File: config.mk
export PLATFORM = sky130hd
export DESIGN_NAME = mem_arbiter
export DESIGN_NICKNAME = d
export VERILOG_FILES = /design/src/rtl/mem_arbiter.sv
export SDC_FILE = /design/constraint.sdc
export NUM_CORES = 1
export LEC_CHECK = 0
export ABC_AREA = 1
export BUFFER_PORTS_ARGS = -buffer_cell sky130_fd_sc_hd__buf_2
export CAP_MARGIN = 20
export CORE_AREA = 2 2 104 106
export CTS_CLUSTER_SIZE = 16
export DETAILED_ROUTE_END_ITERATION = 16
export DIE_AREA = 0 0 106 108
export PLACE_DENSITY = 0.8
export SYNTH_ARGS = -nofsm -noshare
export SYNTH_HDL_FRONTEND = slang
export SYNTH_SLANG_ARGS = --single-unit
File: constraint.sdc
create_clock -name clk -period 2.1 [get_ports clk]
set_input_delay 0 -clock clk [delete_from_list [all_inputs] [get_ports clk]]
set_output_delay 0 -clock clk [all_outputs]
set_load 0.02 [all_outputs]
File: src/rtl/mem_arbiter.sv
// mem_arbiter: two-port (instruction fetch / data) arbiter in front of a
// single-port synchronous RAM. One access at a time, three cycles each:
// IDLE (grant) -> ACC (RAM enabled) -> RESP (ack with RAM read data).
//
// Ports:
//   clk, rst                 clock, asynchronous active-high reset
//   if_req_i/if_addr_i       fetch request (held until if_ack_o) and byte address
//   if_ack_o/if_rdata_o      one-cycle fetch completion and fetched word
//   d_req_i/d_we_i           data request (held until d_ack_o), 1=store
//   d_memtype_i              01=byte, 10=half, other=word
//   d_addr_i/d_wdata_i       data byte address and store data
//   d_ack_o/d_err_o          one-cycle data completion, misalignment flag
//   d_rdata_o                raw aligned RAM word for loads
//   ram_en_o/ram_we_o        registered RAM enable / write enable
//   ram_be_o                 registered byte enables
//   ram_addr_o/ram_wdata_o   registered word-aligned address / lane-replicated data
//   ram_rdata_i              RAM read data, valid the cycle after ram_en_o
module mem_arbiter #(
    parameter int WIDTH = 32
) (
    input  logic             clk,
    input  logic             rst,
    input  logic             if_req_i,
    input  logic [WIDTH-1:0] if_addr_i,
    output logic             if_ack_o,
    output logic [WIDTH-1:0] if_rdata_o,
    input  logic             d_req_i,
    input  logic             d_we_i,
    input  logic [1:0]       d_memtype_i,
    input  logic [WIDTH-1:0] d_addr_i,
    input  logic [WIDTH-1:0] d_wdata_i,
    output logic             d_ack_o,
    output logic             d_err_o,
    output logic [WIDTH-1:0] d_rdata_o,
    output logic             ram_en_o,
    output logic             ram_we_o,
    output logic [3:0]       ram_be_o,
    output logic [WIDTH-1:0] ram_addr_o,
    output logic [WIDTH-1:0] ram_wdata_o,
    input  logic [WIDTH-1:0] ram_rdata_i
);

    typedef enum logic [1:0] {IDLE, ACC, RESP} state_t;

    state_t state, state_nxt;

    logic             last_d;   // 1: last grant went to the data port
    logic             gnt_d_q;  // requester of the access in flight
    logic             err_q;    // access in flight is a misaligned data access

    logic             gnt;
    logic             sel_d;
    logic [WIDTH-1:0] addr_sel;
    logic             is_byte, is_half, is_store;
    logic             mis;
    logic [3:0]       be;
    logic [WIDTH-1:0] wdata;

    // Grant decision, evaluated on inputs while IDLE. With both requesting,
    // data wins unless it won last time; last_d resets to 0 so data goes first.
    assign gnt      = if_req_i | d_req_i;
    assign sel_d    = d_req_i & (~if_req_i | ~last_d);
    assign addr_sel = sel_d ? d_addr_i : if_addr_i;
    assign is_byte  = (d_memtype_i == 2'b01);
    assign is_half  = (d_memtype_i == 2'b10);
    assign is_store = sel_d & d_we_i;

    // Fetch addresses never fault: misalignment only qualifies data grants.
    assign mis = sel_d & ((is_half & addr_sel[0]) |
                          (~is_byte & ~is_half & (addr_sel[1:0] != 2'b00)));

    always_comb begin
        be    = 4'b1111;
        wdata = d_wdata_i;
        if (is_store) begin
            if (is_byte) begin
                be    = 4'b0001 << addr_sel[1:0];
                wdata = {4{d_wdata_i[7:0]}};
            end else if (is_half) begin
                be    = addr_sel[1] ? 4'b1100 : 4'b0011;
                wdata = {2{d_wdata_i[15:0]}};
            end
        end
    end

    always_comb begin
        state_nxt = state;
        case (state)
            IDLE:    if (gnt) state_nxt = ACC;
            ACC:     state_nxt = RESP;
            RESP:    state_nxt = IDLE;
            default: state_nxt = IDLE;
        endcase
    end

    always_ff @(posedge clk or posedge rst) begin
        if (rst) begin
            state <= IDLE;
        end else begin
            state <= state_nxt;
        end
    end

    // RAM controls are registered at the grant edge so they are valid for
    // exactly the ACC cycle; en/we drop back to 0 on every other edge.
    always_ff @(posedge clk or posedge rst) begin
        if (rst) begin
            last_d      <= 1'b0;
            gnt_d_q     <= 1'b0;
            err_q       <= 1'b0;
            ram_en_o    <= 1'b0;
            ram_we_o    <= 1'b0;
            ram_be_o    <= 4'b0000;
            ram_addr_o  <= '0;
            ram_wdata_o <= '0;
        end else begin
            ram_en_o <= 1'b0;
            ram_we_o <= 1'b0;
            if (state == IDLE && gnt) begin
                last_d      <= sel_d;
                gnt_d_q     <= sel_d;
                err_q       <= mis;
                ram_en_o    <= ~mis;
                ram_we_o    <= is_store & ~mis;
                ram_be_o    <= be;
                ram_addr_o  <= {addr_sel[WIDTH-1:2], 2'b00};
                ram_wdata_o <= wdata;
            end
        end
    end

    assign if_ack_o   = (state == RESP) & ~gnt_d_q;
    assign d_ack_o    = (state == RESP) & gnt_d_q;
    assign d_err_o    = d_ack_o & err_q;
    assign if_rdata_o = if_ack_o ? ram_rdata_i : '0;
    assign d_rdata_o  = d_ack_o ? ram_rdata_i : '0;

endmodule
==> summary.txt <==
Outcome
  • Status: completed

Critical path
  • CP top delay family: buffers and inverters
  • CP Class: reg -> reg
  • Crit path DAT: 2.29 ns
  • Buffers & Inverters on Critical Path: 2
  • Critical R2R Capture: ram_addr_o[19]$_DFFE_PP0P_
  • Crit-path slowest cell: dlygate4sd3_1
  • CP Capture Type: flip-flop
  • Crit path max fanout: 31
  • Worst path max stage delay: 0.61 ns
  • Worst R2R Path Depth: 6
  • Worst R2R Start: gnt_d_q$_DFFE_PP0P_
  • Flop2flop setup slack: 0.09 ns
  • Worst EP required: 2.38 ns
  • Crit path cell chain: nand2_2 > nand2_4 > buf_4 > nor2_1 > o21ai_0 > dlygate4sd3_1
  • Startpoint types: flip-flop

Layout
  • Finished Cell Area: 6750 µm²
  • Fill cell count: 899
  • NumNets Final: 1080
  • Post-Layout Cell Count: 1089
  • Area Overhead vs Synth: 66.6%
  • Fraction of layout cells with a size suffix above 1: 0.341
  • Post-Route Utilization: 0.660

Die
  • Initial Utilization: 0.396
  • Core area: 10200 µm²
  • Die Wd: 106 µm
  • Die ar.: 11400 µm²
  • Row cnt: 37
  • # IOs: 272
  • Die height: 108 µm

STA
  • Fin crit share: 0.955
  • Clock skew: 0.0117 ns
  • Worst slew pin tran: 0.651 ns
  • Fmax: 499 MHz
  • Final hold vios: 0
  • TNS Setup: 0 ns
  • Slew Viols, Final: 0
  • Final setup fails: 0
  • Max_slew headroom: 0.566
  • Min Tclk post-route: 2.01 ns

Drt
  • M1 WL: 5.82 mm
  • Met3 wire length: 1.21 mm
  • Detailed Route WL: 16.7 mm
  • Wire length per cell: 15.4 µm
  • Post-DRT Antenna Nets: 0
  • Initial detailed-routing violation count: 384
  • Vias post-DR: 5273
  • Met2 WL: 8.82 mm
  • Max Used Layer: met4
  • Average via count per standard cell: 4.84
  • Drt first pass iters: 5
  • DRC: 0

Logic synthesis
  • Yosys reg bits: 72
  • Syn Inst Count: 582
  • Warnings from Yosys: 0
  • Number of enable flip-flop cells after synthesis: 0
  • Syn avg cell area: 6.96 µm²
  • Mapped cell area: 4050 µm²
  • Post-synth cell types: 28
  • Part of the Yosys area used for sequential elements: 0.445
  • Synth Flop Type: dfrtp_1
  • Synth async-reset ratio: 1.00

CTS
  • Num Clock Sinks: 72
  • CTS tree: built
  • CTS Buffer Depth: 2
  • CTS Root Cell: clkbuf_8
  • H-tree levels: 3
  • Worst skew pair latency: 0.35 ns
  • CTS Buf Count: 9
  • Worst-path clk slew: 0.08 ns

Power and ir drop
  • Sw Ratio: 0.462
  • Power Internal: 4.52 mW
  • Total Power: 8.41 mW
  • Combinational power share: 0.571
  • PD cells: 1250 nW/µm²
  • NetSw: 3.89 mW
  • Worst vdd ir: 0.000806 V
  • Clock share of power: 0.136
  • Static leakage: 3.84 nW
  • Sequential share of power: 0.292

Min path
  • WHS Endpoint: ram_addr_o[24]$_DFFE_PP0P_
  • Hold Crit Depth: 3
  • Tightest Hold Check Type: in -> reg
  • Hold Startpoint: if_addr_i[24]

Global route
  • First-pass GRT wire length: 25.0 mm
  • GRT Residual Overflow: 0
  • Initial antenna violation count: 4
  • Largest net degree at the start of global routing: 34
  • Gr usage total: 0.283
  • Vias in the first global route: 5043

Place
  • Port bufs: 269
  • RePlAce Congestion: 0.898
  • Placed cells: 962
  • DP Area: 5460 µm²
  • DPL Wire Length: 10.6 mm

Flow run
  • MaxCap Viol Count: 0
[worst max-delay path by stage]
| stage | startpoint | end | slack [ns] | cells past startpoint |
|---|---|---|---|---|
| 2_1_floorplan | rst | err_q$_DFFE_PP0P_ | 0.28 | 1 |
| 3_3_place_gp | state[0]$_DFFE_PP0P_ | if_rdata_o[27] | 0.45 | 4 |
| 3_5_place_dp | d_memtype_i[1] | ram_wdata_o[30]$_DFFE_PP0P_ | 0.43 | 8 |
| 4_1_cts | state[0]$_DFFE_PP0P_ | ram_addr_o[5]$_DFFE_PP0P_ | 0.02 | 7 |
| 5_1_grt | gnt_d_q$_DFFE_PP0P_ | ram_addr_o[19]$_DFFE_PP0P_ | -0.0009 | 6 |
| 6_report | gnt_d_q$_DFFE_PP0P_ | ram_addr_o[19]$_DFFE_PP0P_ | 0.09 | 6 |
[metal layers]
layer	track usage	vias up
li1	-	2522
met1	0.294	2375
met2	0.528	303
met3	0.0524	73
met4	0.176	0
met5	0	-
[timing repair]
action / in CTS / in global routing
gates resized for setup: 0 / 14
endpoints found under the hold margin: 87 / 0
hold buffers: 95 / 0
setup buffers: 0 / 9
endpoints found under the setup margin: 0 / 92
[power groups by stage]
stage | Clock [mW] | Sequential [mW] | Combinational, mW
after global placement | 0 | 2.42 | 3.88
final | 1.15 | 2.46 | 4.80
after floorplan | 0 | 3.17 | 1.83
after global routing | 1.22 | 2.53 | 5.19
after detailed placement | 0 | 2.43 | 3.94
after CTS | 1.17 | 2.42 | 4.52
[kinds of logic after synthesis]
family          after synthesis  synth area share
compound gates              113             0.150
fa+ha+maj                     2           0.00618
buf+inv                     105             0.113
flops                        72             0.445
other cells                   1          0.000926
simple gates                289             0.286
[state kept, by name (all words and copies together), names as in the netlist]
register and count:
ram_wdata_o 32, ram_addr_o 30, ram_be_o 4, state 2, err_q 1, gnt_d_q 1
ram_en_o 1, ram_we_o 1
[synth_stat cells (8+ instances only)]
| library cell | instances | area, µm² |
|---|---|---|
| nand2_1 | 147 | 552 |
| a21boi_0 | 8 | 60.1 |
| nand3_1 | 14 | 70.1 |
| dfrtp_1 | 72 | 1800 |
| o21ai_1 | 21 | 105 |
| inv_1 | 66 | 248 |
| a21oi_1 | 8 | 40.0 |
| a31oi_1 | 8 | 50.1 |
| nor2_1 | 118 | 443 |
| o21ai_0 | 67 | 335 |
| buf_2 | 25 | 125 |
[per-stage QoR]
step	setup slack, ns	hold slack (ns)
detailed placement	0.428	0.0809
finish	0.0944	0.0122
global route	-0.000948	0.00956
CTS	0.0236	0.0191
floorplan	0.275	0.141
global placement	0.452	0.0827
[cell type report]
| cell class | count | area [µm²] | share of cell area |
|---|---|---|---|
| well taps | 136 | 170 | 0.0252 |
| clock inverters | 5 | 55.1 | 0.00816 |
| clock buffers | 11 | 151 | 0.0224 |
| repair buffers | 381 | 2440 | 0.361 |
| repair inverters | 2 | 15.0 | 0.00222 |
| inverters | 71 | 287 | 0.0425 |
| multi-input cells | 406 | 1820 | 0.270 |
| flip-flops and latches | 72 | 1800 | 0.267 |
| diodes | 5 | 12.5 | 0.00185 |
[placed cells by master, fill, tap and decap left out, types with 2 or more instances in the layout]
cell type      instances
a21boi_0               8
a21oi_1                8
a31oi_1                8
buf_2                269
buf_4                 15
clkbuf_8              11
clkinv_2               2
clkinvlp_4             6
conb_1                 2
dfrtp_1               72
diode_2                5
dlygate4sd3_1         95
ha_1                   2
inv_1                 63
inv_2                  4
nand2_1              147
nand2_2                3
nand3_1               14
nor2_1               117
nor2_2                 2
nor3_2                 2
o21ai_0               66
o21ai_1               21
o21ai_4                2
[worst min-delay path, cell delays in order]
cell and delay [ns]:
buf_2 0.07, o21ai_0 0.08, o21ai_0 0.16
No activity file was read; power rests on OpenSTA's default activity.
